<file path="src/rtl/sync_fifo_flags.sv">
// sync_fifo_flags
//
// Single-clock FIFO buffering WIDTH-bit words between a producer and a
// consumer in the same clock domain. Beyond full/empty it reports the
// occupancy count, programmable almost-full/almost-empty levels, one-cycle
// error pulses for rejected requests and sticky overflow/underflow status.
//
// Parameters:
//   DEPTH      number of entries (power of two, >= 2)
//   WIDTH      data word width
//   PTR_WIDTH  read/write pointer width
//   CNT_WIDTH  occupancy counter width (holds 0..DEPTH)
//   AF_LEVEL   almost_full_o asserts when count >= AF_LEVEL (1..DEPTH)
//   AE_LEVEL   almost_empty_o asserts when count <= AE_LEVEL (0..DEPTH-1)
//
// Ports:
//   clk_i           clock, rising edge
//   rst_i           synchronous active-high reset
//   wdata_i         write data
//   wr_en_i         write request
//   full_o          FIFO holds DEPTH words
//   almost_full_o   count >= AF_LEVEL
//   wr_error_o      one-cycle pulse after a rejected write
//   rdata_o         registered read data, holds until the next accepted read
//   rd_en_i         read request
//   empty_o         FIFO holds no words
//   almost_empty_o  count <= AE_LEVEL
//   rd_error_o      one-cycle pulse after a rejected read
//   count_o         current occupancy
//   ovf_o           sticky, set by any rejected write
//   unf_o           sticky, set by any rejected read
//   clr_err_i       clears ovf_o / unf_o (a same-cycle set wins)

module sync_fifo_flags #(
  parameter int DEPTH     = 16,
  parameter int WIDTH     = 8,
  parameter int PTR_WIDTH = $clog2(DEPTH),
  parameter int CNT_WIDTH = $clog2(DEPTH + 1),
  parameter int AF_LEVEL  = DEPTH - 2,
  parameter int AE_LEVEL  = 2
) (
  input  logic                 clk_i,
  input  logic                 rst_i,
  input  logic [WIDTH-1:0]     wdata_i,
  input  logic                 wr_en_i,
  output logic                 full_o,
  output logic                 almost_full_o,
  output logic                 wr_error_o,
  output logic [WIDTH-1:0]     rdata_o,
  input  logic                 rd_en_i,
  output logic                 empty_o,
  output logic                 almost_empty_o,
  output logic                 rd_error_o,
  output logic [CNT_WIDTH-1:0] count_o,
  output logic                 ovf_o,
  output logic                 unf_o,
  input  logic                 clr_err_i
);

  localparam logic [CNT_WIDTH-1:0] FULL_CNT = CNT_WIDTH'(DEPTH);
  localparam logic [CNT_WIDTH-1:0] AF_CNT   = CNT_WIDTH'(AF_LEVEL);
  localparam logic [CNT_WIDTH-1:0] AE_CNT   = CNT_WIDTH'(AE_LEVEL);

  logic [WIDTH-1:0]     mem [DEPTH];
  logic [PTR_WIDTH-1:0] wp;
  logic [PTR_WIDTH-1:0] rp;
  logic [CNT_WIDTH-1:0] cnt;
  logic [CNT_WIDTH-1:0] cnt_next;
  logic                 wa;
  logic                 ra;
  logic                 wr_reject;
  logic                 rd_reject;

  // Acceptance looks only at the registered flags, so a read in the same
  // cycle never makes room for a write at full (and vice versa at empty).
  assign wa        = wr_en_i & ~full_o;
  assign ra        = rd_en_i & ~empty_o;
  assign wr_reject = wr_en_i & full_o;
  assign rd_reject = rd_en_i & empty_o;

  assign count_o = cnt;

  // Next occupancy; the flags are registered from this value so they move
  // on the same edge as count_o.
  always_comb begin
    cnt_next = cnt;
    case ({wa, ra})
      2'b10:   cnt_next = cnt + CNT_WIDTH'(1);
      2'b01:   cnt_next = cnt - CNT_WIDTH'(1);
      default: cnt_next = cnt;
    endcase
  end

  // Storage array has no reset; stale contents are unreachable once the
  // pointers are cleared.
  always_ff @(posedge clk_i) begin
    if (wa && !rst_i) begin
      mem[wp] <= wdata_i;
    end
  end

  always_ff @(posedge clk_i) begin
    if (rst_i) begin
      wp             <= '0;
      rp             <= '0;
      cnt            <= '0;
      rdata_o        <= '0;
      full_o         <= 1'b0;
      empty_o        <= 1'b1;
      almost_full_o  <= 1'b0;
      almost_empty_o <= 1'b1;
      wr_error_o     <= 1'b0;
      rd_error_o     <= 1'b0;
      ovf_o          <= 1'b0;
      unf_o          <= 1'b0;
    end else begin
      if (wa) begin
        wp <= wp + PTR_WIDTH'(1);
      end
      if (ra) begin
        rdata_o <= mem[rp];
        rp      <= rp + PTR_WIDTH'(1);
      end

      cnt            <= cnt_next;
      full_o         <= (cnt_next == FULL_CNT);
      empty_o        <= (cnt_next == '0);
      almost_full_o  <= (cnt_next >= AF_CNT);
      almost_empty_o <= (cnt_next <= AE_CNT);

      wr_error_o <= wr_reject;
      rd_error_o <= rd_reject;

      // Set has priority over clear so no rejection can be lost.
      if (wr_reject) begin
        ovf_o <= 1'b1;
      end else if (clr_err_i) begin
        ovf_o <= 1'b0;
      end

      if (rd_reject) begin
        unf_o <= 1'b1;
      end else if (clr_err_i) begin
        unf_o <= 1'b0;
      end
    end
  end

endmodule

</file>
<file path="config.mk">
export PLATFORM = sky130hd
export DESIGN_NAME = sync_fifo_flags
export DESIGN_NICKNAME = d
export VERILOG_FILES = /design/src/rtl/sync_fifo_flags.sv
export SDC_FILE = /design/constraint.sdc
export NUM_CORES = 1
export LEC_CHECK = 0
export ABC_AREA = 1
export BUFFER_PORTS_ARGS = -buffer_cell sky130_fd_sc_hd__buf_2
export CORE_MARGIN = 1
export CORE_UTILIZATION = 25
export CTS_CLUSTER_SIZE = 24
export DETAILED_ROUTE_END_ITERATION = 10
export SYNTH_ARGS = -nofsm -noshare
export SYNTH_HDL_FRONTEND = slang
export SYNTH_SLANG_ARGS = --single-unit
</file>
<file path="constraint.sdc">
create_clock -name clk_i -period 3.09 [get_ports clk_i]
set_clock_uncertainty 0.05 [all_clocks]
set_input_delay 0.618 -clock clk_i [delete_from_list [all_inputs] [get_ports clk_i]]
set_output_delay 0.618 -clock clk_i [all_outputs]
set_load 0.02 [all_outputs]
</file>
==> run metrics <==
gp weighted congestion=0.790; total number of vias=4298; worst hold path type=input pin to flop; Post-Syn Area=6420 um^2; Slew HR=48.7%; Synth Flop Type=edfxtp_1; FF-to-FF path depth=7; simple-gate share of the synthesized area=13.5%; Post-Synth XOR/XNOR Area=0.136%; Setup crit start kind=flop; total leakage power=2.67 nW; Cell Rows=58; vias per cell=4.59; Power Density=671 nW/um^2; Post-Synth Adder-Cell Area=1.36%; yosys warns=0; Sink Count=157; share of layout cells above drive strength 1=16.1%; fmax=0.458 GHz; asr flop ratio synth=0%; end of the worst register-to-register path=rdata_o[2]; Final ANT Viol Nets=0; DRT Pass-1 Iters=5; CTS resizes=0; wire length per cell=15.9 um; min cycle time layout=2.18 ns; DRT iter0 DRCs=378; top-count cell post-synth=edfxtp_1; final core utilization=30.0%; postcts setup bufs=0; Synth area leaders=edfxtp_1 60%, dfxtp_1 9.0%, nor2_1 6.1%, o21ai_0 4.4%, o221ai_1 3.5%; first-pass GRT wire length=23.4 mm; largest net degree at the start of global routing=66; Die Span X=162 um; syn avg cell area=11.7 um^2; reg-to-reg startpoint=rp[0]; number of global-route vias before repair=4096; CTS tree=yes; Mapped Nets=571; Post-synth EDFFs=128; post-synth top area share=59.8%; Synth Area in Compound Gates=11.3%; Antenna diodes=0; H-tree depth=4; total die area=26300 um^2; Cells after Synth=551; status=finished, final reports clean; required time of the worst setup path=3.36 ns; initial cell density of the core=25.5%; Vert. Die Dim=162 um; final std cells w/o fill=937; top cells by count, synth=128 x edfxtp_1, 104 x nor2_1, 56 x o21ai_0, 42 x nand2_1, 31 x nand3_1; sequential-to-total area share from yosys stat=68.9%; clk buf depth=2; Worst Tran Pin Value=0.765 ns; mux cell area share after synthesis=0%; CP max FO=65; Nets=614; Post-Place Worst Slack=0.714 ns; TritonCTS buffer count=17; CP arrival=2.46 ns; setup TNS=0 ns; max-cap viol count=0; I/O pins=34; Final Cycle Share=70.7%; clock latency on the worst-skew pair=0.43 ns; WHS Path Cells=4; Synth cell types=31; clock-pin slew on the worst setup and hold paths=0.06 ns; HPWL Detailed=8.92 mm; main combinational cell family by area after synthesis=simple AND/OR/NAND/NOR gates; Fin. Hold Viols=0; RSZ-0062 raised after global routing=false; core area=25200 um^2; Slew Viols, Final=0; worst setup path end=rdata_o[2]; Final Setup Violations=0; R2R Setup Slk=0.91 ns; Worst Setup End Kind=flop; port bufs=33; Synth Register Bits=157; final wirelength=14.9 mm; initial antenna violation count=0; critical path launch point=rp[0]; Root Buffer=clkbuf_16; Placed Cells=905; setup slack after layout=0.906 ns; Post-route DRC=0; VDD IR max=0.448 mV; remaining global-route overflow=0; CTS Hold Buffers Added=0; Area Growth Syn to Fin=17.7%; critical path type=flop to flop; GRT Util Overall=11.9%; cell taking the most area after synthesis=edfxtp_1
-- worst min path at each step --
stage                    from     to  slack [ns]
floorplan               wp[3]  wp[3]        0.44
global placement        unf_o  unf_o        0.40
detailed placement      unf_o  unf_o        0.40
CTS                 clr_err_i  unf_o        0.39
global route        clr_err_i  unf_o        0.40
finish              clr_err_i  unf_o        0.40
-- cell type report --
type,instances,area (um^2)
clock buffers,17,425
repair buffers,53,315
fillers,2556,17600
flip-flops and latches,157,4430
clock inverters,15,161
inverters,35,134
multi-input cells,330,1690
well taps,330,413
-- cells by family (layout without fill, tap and decap cells) --
kind of cell               count (synthesis)  after routing
AOI/OAI and AO/OA                        121            121
xor gates and xnor gates                   1              1
adders and majority gates                  7              7
buffers and inverters                     64            120
DFF                                      157            157
and+or+nand+nor                          201            201
-- where the power goes --
part / switching (mW) / internal [mW]
combinational: 0.420 / 0.187
sequential: 0.0590 / 2.35
clock: 0.867 / 1.20
-- flip-flops by register name, indices dropped and copies added, names as in the netlist --
name	count
mem	128
ovf_o	1
almost_empty_o	1
full_o	1
wp	4
rdata_o	8
wr_error_o	1
almost_full_o	1
count_o	5
empty_o	1
rd_error_o	1
unf_o	1
rp	4
-- layer usage --
layer / routed length (um) / share of wire (%) / track usage [%]
met1: 6800 / 46 / 15.6
met2: 7190 / 48 / 19.5
met3: 690 / 4.6 / 2.73
met4: 178 / 1.2 / 3.86
met5: 0 / 0 / 0
-- worst max-delay path, cell delays in order (launching register included) --
cell	delay [ns]
dfxtp_2	0.72
inv_4	0.41
o21ai_0	0.28
o22ai_1	0.11
o21ai_0	0.23
o211ai_1	0.13
nand2_1	0.09
inv_1	0.04
-- metrics by stage --
step | area, um^2 | power (mW) | hold slack [ns]
after global placement | 6980 | 3.05 | 0.398
after global routing | 7560 | 5.30 | 0.396
after floorplan | 6420 | 2.88 | 0.441
final | 7560 | 5.08 | 0.403
after detailed placement | 6980 | 3.06 | 0.404
after CTS | 7560 | 5.11 | 0.390
-- cells in the final DEF (no fill, tap or decap), types with 11 or more instances in the layout --
cell type,Yosys,final
o221ai_1,26,26
nor2_1,104,104
buf_4,0,20
buf_2,10,33
o21ai_1,19,19
nand2_1,42,42
edfxtp_1,128,128
clkbuf_16,0,17
o21ai_0,56,56
dfxtp_1,29,28
nand3_1,31,31
nor3_1,11,11
inv_1,30,30
Power figures use the tool's default switching activity.
